===== src/rtl/eth_phy_10g_pkg.sv =====
// Shared definitions for the 10GBASE-R PHY link bring-up logic: FSM state
// encoding and the debug/status field widths reused by management registers.
package eth_phy_10g_pkg;

  localparam int unsigned STATE_W = 3;
  localparam int unsigned RETRY_W = 4;

  typedef enum logic [STATE_W-1:0] {
    ST_IDLE        = 3'd0,
    ST_RESET       = 3'd1,
    ST_WAIT_LOCK   = 3'd2,
    ST_WAIT_STATUS = 3'd3,
    ST_UP          = 3'd4,
    ST_FAULT       = 3'd5
  } link_state_e;

  function automatic int unsigned max_u(input int unsigned a, input int unsigned b);
    return (a > b) ? a : b;
  endfunction

endpackage


===== src/rtl/eth_phy_10g_link_ctrl_if.sv =====
// Link-control signal bundle: PHY RX status in, PHY resets and link state out.
interface eth_phy_10g_link_ctrl_if;
  import eth_phy_10g_pkg::*;

  logic               cfg_enable;
  logic               rx_block_lock;
  logic               rx_high_ber;
  logic               rx_status;
  logic               phy_rst;
  logic               serdes_rx_reset_req;
  logic               link_up;
  logic               link_fault;
  logic [RETRY_W-1:0] retry_count;
  logic [STATE_W-1:0] state;

  modport master (
    input  cfg_enable, rx_block_lock, rx_high_ber, rx_status,
    output phy_rst, serdes_rx_reset_req, link_up, link_fault, retry_count, state
  );

  modport slave (
    output cfg_enable, rx_block_lock, rx_high_ber, rx_status,
    input  phy_rst, serdes_rx_reset_req, link_up, link_fault, retry_count, state
  );

endinterface


===== src/rtl/eth_phy_10g_link_timer.sv =====
// Loadable, clearable saturating up-counter with a terminal-count compare flag.
module eth_phy_10g_link_timer #(
  parameter int unsigned WIDTH = 16
) (
  input  logic             clk,
  input  logic             rst,
  input  logic             clr,
  input  logic             load,
  input  logic [WIDTH-1:0] load_value,
  input  logic             inc,
  input  logic [WIDTH-1:0] tc_value,
  output logic [WIDTH-1:0] count,
  output logic             tc
);

  always_ff @(posedge clk) begin
    if (rst || clr) begin
      count <= '0;
    end else if (load) begin
      count <= load_value;
    end else if (inc && (count != '1)) begin
      count <= count + WIDTH'(1);
    end
  end

  assign tc = (count == tc_value);

endmodule


===== src/rtl/eth_phy_10g_link_ctrl.sv =====
// 10GBASE-R RX link bring-up sequencer: resets PHY/SERDES, waits for block lock
// and RX status, retries on timeout and latches a fault after MAX_RETRIES.
module eth_phy_10g_link_ctrl
  import eth_phy_10g_pkg::*;
#(
  parameter int unsigned RESET_CYCLES   = 16,
  parameter int unsigned LOCK_TIMEOUT   = 4096,
  parameter int unsigned STATUS_TIMEOUT = 65536,
  parameter int unsigned MAX_RETRIES    = 3,
  parameter int unsigned DROP_CYCLES    = 8
) (
  input  logic                      rx_clk,
  input  logic                      rx_rst,
  eth_phy_10g_link_ctrl_if.master   link
);

  localparam int unsigned TIMER_W = $clog2(max_u(LOCK_TIMEOUT, STATUS_TIMEOUT));
  localparam int unsigned DROP_W  = $clog2(DROP_CYCLES + 1);

  localparam logic [TIMER_W-1:0] TC_RESET  = TIMER_W'(RESET_CYCLES - 1);
  localparam logic [TIMER_W-1:0] TC_LOCK   = TIMER_W'(LOCK_TIMEOUT - 1);
  localparam logic [TIMER_W-1:0] TC_STATUS = TIMER_W'(STATUS_TIMEOUT - 1);
  localparam logic [DROP_W-1:0]  TC_DROP   = DROP_W'(DROP_CYCLES - 1);
  localparam logic [RETRY_W-1:0] RETRY_LAST = RETRY_W'(MAX_RETRIES - 1);

  link_state_e        state_q, state_d;
  logic [RETRY_W-1:0] retry_q, retry_d;
  logic               phy_rst_q, phy_rst_d;
  logic               serdes_q, serdes_d;
  logic               up_q, up_d;
  logic               fault_q, fault_d;
  logic               attempt_fail;

  logic [TIMER_W-1:0] timer_count, timer_tc_value;
  logic               timer_tc, timer_clr;
  logic [DROP_W-1:0]  drop_count;
  logic               drop_tc, drop_clr;

  // rx_high_ber influences the FSM only through rx_status; raw counts are debug-only.
  logic unused_sigs;
  assign unused_sigs = ^{timer_count, drop_count, link.rx_high_ber};

  always_comb begin
    timer_tc_value = '1;
    unique case (state_q)
      ST_RESET:       timer_tc_value = TC_RESET;
      ST_WAIT_LOCK:   timer_tc_value = TC_LOCK;
      ST_WAIT_STATUS: timer_tc_value = TC_STATUS;
      default:        timer_tc_value = '1;
    endcase
  end

  assign timer_clr = (state_d != state_q);
  assign drop_clr  = (state_q != ST_UP) || link.rx_status;

  eth_phy_10g_link_timer #(.WIDTH(TIMER_W)) u_state_timer (
    .clk        (rx_clk),
    .rst        (rx_rst),
    .clr        (timer_clr),
    .load       (1'b0),
    .load_value ('0),
    .inc        (1'b1),
    .tc_value   (timer_tc_value),
    .count      (timer_count),
    .tc         (timer_tc)
  );

  eth_phy_10g_link_timer #(.WIDTH(DROP_W)) u_drop_counter (
    .clk        (rx_clk),
    .rst        (rx_rst),
    .clr        (drop_clr),
    .load       (1'b0),
    .load_value ('0),
    .inc        (1'b1),
    .tc_value   (TC_DROP),
    .count      (drop_count),
    .tc         (drop_tc)
  );

  always_comb begin
    state_d      = state_q;
    retry_d      = retry_q;
    attempt_fail = 1'b0;

    unique case (state_q)
      ST_IDLE: begin
        if (link.cfg_enable) state_d = ST_RESET;
      end
      ST_RESET: begin
        if (timer_tc) state_d = ST_WAIT_LOCK;
      end
      ST_WAIT_LOCK: begin
        if (link.rx_block_lock) state_d = ST_WAIT_STATUS;
        else if (timer_tc)      attempt_fail = 1'b1;
      end
      ST_WAIT_STATUS: begin
        if (!link.rx_block_lock)  state_d = ST_WAIT_LOCK;
        else if (link.rx_status)  state_d = ST_UP;
        else if (timer_tc)        attempt_fail = 1'b1;
      end
      ST_UP: begin
        if (!link.rx_status && drop_tc) state_d = ST_RESET;
      end
      ST_FAULT: begin
        state_d = ST_FAULT;
      end
      default: state_d = ST_IDLE;
    endcase

    if (attempt_fail) begin
      retry_d = retry_q + RETRY_W'(1);
      state_d = (retry_q == RETRY_LAST) ? ST_FAULT : ST_RESET;
    end

    if (!link.cfg_enable) state_d = ST_IDLE;

    // Clearing on the next state keeps retry_count aligned with the state it reports.
    if ((state_d == ST_IDLE) || (state_d == ST_UP)) retry_d = '0;

    phy_rst_d = (state_d == ST_IDLE) || (state_d == ST_RESET) || (state_d == ST_FAULT);
    serdes_d  = (state_d == ST_RESET);
    up_d      = (state_d == ST_UP);
    fault_d   = (state_d == ST_FAULT);
  end

  always_ff @(posedge rx_clk) begin
    if (rx_rst) begin
      state_q   <= ST_IDLE;
      retry_q   <= '0;
      phy_rst_q <= 1'b1;
      serdes_q  <= 1'b0;
      up_q      <= 1'b0;
      fault_q   <= 1'b0;
    end else begin
      state_q   <= state_d;
      retry_q   <= retry_d;
      phy_rst_q <= phy_rst_d;
      serdes_q  <= serdes_d;
      up_q      <= up_d;
      fault_q   <= fault_d;
    end
  end

  assign link.phy_rst             = phy_rst_q;
  assign link.serdes_rx_reset_req = serdes_q;
  assign link.link_up             = up_q;
  assign link.link_fault          = fault_q;
  assign link.retry_count         = retry_q;
  assign link.state               = state_q;

endmodule

===== src/flat_wrapper.sv =====
// flat-port wrapper written by rule: the top's interface ports become plain ports
module eth_phy_10g_link_ctrl_flat import eth_phy_10g_pkg::*;
#(
  parameter int unsigned RESET_CYCLES   = 16,
  parameter int unsigned LOCK_TIMEOUT   = 4096,
  parameter int unsigned STATUS_TIMEOUT = 65536,
  parameter int unsigned MAX_RETRIES    = 3,
  parameter int unsigned DROP_CYCLES    = 8
)
  (rx_clk, rx_rst, link_cfg_enable, link_rx_block_lock, link_rx_high_ber, link_rx_status, link_phy_rst, link_serdes_rx_reset_req, link_link_up, link_link_fault, link_retry_count, link_state);
  eth_phy_10g_link_ctrl_if link_i ();
  input  logic rx_clk;
  input  logic rx_rst;
  input wire logic [$bits(link_i.cfg_enable)-1:0] link_cfg_enable;
  input wire logic [$bits(link_i.rx_block_lock)-1:0] link_rx_block_lock;
  input wire logic [$bits(link_i.rx_high_ber)-1:0] link_rx_high_ber;
  input wire logic [$bits(link_i.rx_status)-1:0] link_rx_status;
  output wire logic [$bits(link_i.phy_rst)-1:0] link_phy_rst;
  output wire logic [$bits(link_i.serdes_rx_reset_req)-1:0] link_serdes_rx_reset_req;
  output wire logic [$bits(link_i.link_up)-1:0] link_link_up;
  output wire logic [$bits(link_i.link_fault)-1:0] link_link_fault;
  output wire logic [$bits(link_i.retry_count)-1:0] link_retry_count;
  output wire logic [$bits(link_i.state)-1:0] link_state;
  assign link_i.cfg_enable = link_cfg_enable;
  assign link_i.rx_block_lock = link_rx_block_lock;
  assign link_i.rx_high_ber = link_rx_high_ber;
  assign link_i.rx_status = link_rx_status;
  assign link_phy_rst = link_i.phy_rst;
  assign link_serdes_rx_reset_req = link_i.serdes_rx_reset_req;
  assign link_link_up = link_i.link_up;
  assign link_link_fault = link_i.link_fault;
  assign link_retry_count = link_i.retry_count;
  assign link_state = link_i.state;
  eth_phy_10g_link_ctrl #(.RESET_CYCLES(RESET_CYCLES), .LOCK_TIMEOUT(LOCK_TIMEOUT), .STATUS_TIMEOUT(STATUS_TIMEOUT), .MAX_RETRIES(MAX_RETRIES), .DROP_CYCLES(DROP_CYCLES)) u_core (.rx_clk(rx_clk), .rx_rst(rx_rst), .link(link_i));
endmodule

===== config.mk =====
export PLATFORM = sky130hd
export DESIGN_NAME = eth_phy_10g_link_ctrl_flat
export DESIGN_NICKNAME = d
export VERILOG_FILES = /design/src/rtl/eth_phy_10g_pkg.sv /design/src/rtl/eth_phy_10g_link_ctrl_if.sv /design/src/rtl/eth_phy_10g_link_timer.sv /design/src/rtl/eth_phy_10g_link_ctrl.sv /design/src/flat_wrapper.sv
export SDC_FILE = /design/constraint.sdc
export NUM_CORES = 1
export LEC_CHECK = 0
export BUFFER_PORTS_ARGS = -buffer_cell sky130_fd_sc_hd__buf_4
export CORE_UTILIZATION = 63
export CTS_BUF_LIST = sky130_fd_sc_hd__clkbuf_16
export CTS_CLUSTER_DIAMETER = 30
export DETAILED_ROUTE_END_ITERATION = 16
export PLACE_DENSITY_LB_ADDON = 0.15
export SYNTH_ARGS = -nofsm -noshare
export SYNTH_HDL_FRONTEND = slang
export SYNTH_SLANG_ARGS = --single-unit
export TNS_END_PERCENT = 10

===== constraint.sdc =====
create_clock -name rx_clk -period 3.45 [get_ports rx_clk]
set_input_delay 0.5175 -clock rx_clk [delete_from_list [all_inputs] [get_ports rx_clk]]
set_output_delay 0.5175 -clock rx_clk [all_outputs]
set_load 0.02 [all_outputs]

==> results.sh <==
export IMPL_clk_pin_slew_ns=0.05
export IMPL_num_rows=19
export IMPL_drt_met1_wl_um=1750
export IMPL_cts_sinks=31
export IMPL_top_layer_used="met4"
export IMPL_cp_slowest_cell="o221ai_2"
export IMPL_ys_flop_type="dfxtp_1"
export IMPL_endpoint_kind="register"
export IMPL_r2r_start="u_core.u_state_timer.count[0]$_SDFFE_PP0P_"
export IMPL_seqPwrFrac_pct=40.5
export IMPL_crit_chain="ha_1 -> and3_1 -> o31ai_4 -> a311oi_1 -> o21ai_0 -> o221ai_2 -> buf_4 -> nor4_1"
export IMPL_dieArea_um2=3200
export IMPL_irDropWorstVdd_mv=0.536
export IMPL_io_pins=17
export IMPL_finalSetupViolCount=0
export IMPL_post_route_min_period_ns=2.55
export IMPL_cts_tree="built"
export IMPL_syn_to_final_growth_pct=13.2
export IMPL_cts_root_buf="clkbuf_16"
export IMPL_clock_skew_ns=0.00467
export IMPL_postSynthCellCount=201
export IMPL_final_nets=225
export IMPL_p_leak_nw=0.777
export IMPL_wl_met3_um=207
export IMPL_cp_start_kind="register"
export IMPL_worstHoldStart="u_core.u_drop_counter.count[3]$_SDFFE_PP0P_"
export IMPL_clkLatencyLatePin_ns=0.28
export IMPL_met2WireLength_um=1860
export IMPL_gp_congestion=0.909
export IMPL_die_h_um=56.5
export IMPL_synth_seq_cells=31
export IMPL_diodes=0
export IMPL_wl_per_cell_um=15.7
export IMPL_slowest_delay_ns=0.44
export IMPL_antenna_found_initial=0
export IMPL_power_uw=910
export IMPL_p_comb_share_pct=6.1
export IMPL_fmax_mhz=392
export IMPL_ys_seq_area_share_pct=33.1
export IMPL_slew_viol_final=0
export IMPL_p_int_uw=718
export IMPL_drc=0
export IMPL_grt_pass1_vias=1507
export IMPL_yosysUniqueCellTypes=56
export IMPL_die_x_um=56.5
export IMPL_p_sw_share_pct=21.1
export IMPL_cts_repair_resized=0
export IMPL_synth_edf_count=0
export IMPL_nFillCells=193
export IMPL_rsz0062_at_grt="no"
export IMPL_crit_fanout=10
export IMPL_yosys_warnings=0
export IMPL_numCtsBuffers=5
export IMPL_syn_area_um2=1870
export IMPL_grt_max_degree=23
export IMPL_p_clk_share_pct=53.5
export IMPL_min_path_type="reg -> reg"
export IMPL_start_util_pct=67.4
export IMPL_post_cts_setup_buffers=0
export IMPL_holdBufCountCts=0
export IMPL_crit_start="u_core.u_state_timer.count[0]$_SDFFE_PP0P_"
export IMPL_drtIter0Drc=112
export IMPL_final_hold_viol_count=0
export IMPL_layout_drive_gt1_share_pct=25.0
export IMPL_core_area_um2=2780
export IMPL_critPathRequiredTime_ns=3.59
export IMPL_final_setup_tns_ns=0
export IMPL_htree_levels=2
export IMPL_io_buffers=15
export IMPL_post_route_util_pct=76.2
export IMPL_totalWireLength_um=3890
export IMPL_vias=1601
export IMPL_syn_avg_cell_area_um2=9.32
export IMPL_worst_pin_slew_ns=0.562
export IMPL_grt_first_pass_wirelength_um=6730
export IMPL_synth_async_reset_ratio_pct=0
export IMPL_cap_violations=0
export IMPL_power_density_nw_per_um2=429
export IMPL_first_pass_iters=4
export IMPL_overflow=0
export IMPL_critPathKind="reg -> reg"
export IMPL_grt_usage_pct=27.0
export IMPL_p_switching_uw=192
export IMPL_ant_nets=0
export IMPL_hpwl_um=2720
export IMPL_slew_limit_headroom_pct=62.2
export IMPL_arrival_ns=2.69
export IMPL_timing_final_crit_share_pct=74.0
export IMPL_synth_fp_nets=211
export IMPL_vias_per_cell=6.48
export IMPL_outcome="finished, final reports clean"
export IMPL_cts_buffer_depth=2
==> sequential cells by signal, summed over array words and instances, names as in the netlist <==
| name | count |
|---|---|
| u_core.link.link_fault | 1 |
| u_core.link.serdes_rx_reset_req | 1 |
| u_core.u_drop_counter.count | 4 |
| u_core.link.phy_rst | 1 |
| u_core.link.state | 3 |
| u_core.u_state_timer.count | 16 |
| u_core.link.link_up | 1 |
| u_core.link.retry_count | 4 |
==> kinds of logic (layout without fill, tap and decap cells) <==
kind of cell    count (synthesis)  count (layout)  synth area share [%]
simple gates                  106             106                  37.2
flops                          31              31                  33.1
compound gates                 26              26                  11.7
xor+xnor                       17              17                  7.94
buf+inv                        13              28                  5.07
fa+ha+maj                       4               4                  2.67
mux                             4               4                  2.27
==> cells in the mapped netlist (3+ instances only) <==
master | number | area share (%)
nor4_1 | 7 | 2.3
dfxtp_1 | 31 | 33
ha_1 | 4 | 2.7
nand2_1 | 12 | 2.4
xor2_1 | 11 | 5.1
nor4_2 | 9 | 6.0
nor2_1 | 18 | 3.6
nand3_1 | 14 | 3.7
and3_1 | 4 | 1.3
a21oi_1 | 3 | 0.80
buf_2 | 4 | 1.1
o21ai_0 | 6 | 1.6
nand4_1 | 7 | 2.3
and4_1 | 3 | 1.4
xnor2_1 | 6 | 2.8
inv_1 | 3 | 0.60
nor3_1 | 7 | 1.9
==> final cells by class <==
cell class	instances	area (µm²)	area share, %
multi-input combinational	157	1160	54.6
timing repair buffer	17	128	6.02
inverter	3	11.3	0.531
sequential	31	621	29.3
tap	31	38.8	1.83
clock buffer	5	125	5.90
clock inverter	3	38.8	1.83
==> final timing paths <==
| check | depth (start not counted) | endpoint | slack, ns |
|---|---|---|---|
| setup / recovery | 8 | u_core.u_state_timer.count[2]$_SDFFE_PP0P_ | 0.90 |
| hold / removal | 2 | u_core.u_drop_counter.count[2]$_SDFFE_PP0P_ | 0.54 |
| setup reg to reg | 8 | u_core.u_state_timer.count[2]$_SDFFE_PP0P_ | 0.90 |
| hold reg to reg | 2 | u_core.u_drop_counter.count[2]$_SDFFE_PP0P_ | 0.54 |
==> metrics by stage <==
| step | area, µm² | hold slack (ns) | setup slack [ns] | cells |
|---|---|---|---|---|
| 2_1_floorplan | 1870 | 0.506 | 1.30 | 201 |
| 3_3_place_gp | 1960 | 0.520 | 0.979 | 239 |
| 3_5_place_dp | 1960 | 0.543 | 0.900 | 239 |
| 4_1_cts | 2120 | 0.548 | 0.924 | 247 |
| 5_1_grt | 2120 | 0.582 | 0.754 | 247 |
| 6_report | 2120 | 0.544 | 0.898 | 247 |
==> worst max-delay path: cells and delay by family (launching register included) <==
family | cells | cell delay (ns)
AND/OR/NAND/NOR | 2 | 0.50
AO/OA/AOI/OAI | 4 | 1.04
adder cells (fa/ha/maj) | 1 | 0.21
buffers and inverters | 1 | 0.28
flip-flops | 1 | 0.38
==> power groups by stage <==
stage / combinational, mW / clock, mW / sequential, mW
after floorplan: 0.0411 / 0 / 0.375
after global placement: 0.0523 / 0 / 0.375
after detailed placement: 0.0546 / 0 / 0.375
after CTS: 0.0550 / 0.494 / 0.368
after global routing: 0.0607 / 0.504 / 0.369
final: 0.0553 / 0.486 / 0.368
==> metal layers <==
metal,track usage [%],up-vias
li1,-,782
met1,33.8,761
met2,43.5,51
met3,5.07,7
met4,14.6,0
met5,0,-
==> cell usage in the layout (no fill, tap or decap), types with 2 or more instances in the layout <==
cell / Yosys / routed
xnor2_1: 6 / 6
xor2_1: 11 / 11
nor4_2: 9 / 9
o311ai_0: 2 / 2
nor2b_1: 2 / 2
or2_2: 2 / 2
and4_1: 3 / 3
and3_2: 2 / 2
and2_2: 2 / 2
nor4_4: 2 / 2
a31oi_1: 2 / 2
mux2_2: 2 / 2
buf_4: 0 / 17
nand3_1: 14 / 14
mux2i_1: 2 / 2
nor2_1: 18 / 18
nand2_1: 12 / 12
inv_1: 3 / 3
and3_1: 4 / 4
clkbuf_16: 0 / 5
nor3_1: 7 / 7
dfxtp_1: 31 / 31
nand4_1: 7 / 7
nand4b_1: 2 / 2
ha_1: 4 / 4
o21ai_0: 6 / 6
a21oi_1: 3 / 3
nor4_1: 7 / 7
nor3b_1: 2 / 2
No activity file was read; power rests on OpenSTA's default activity.
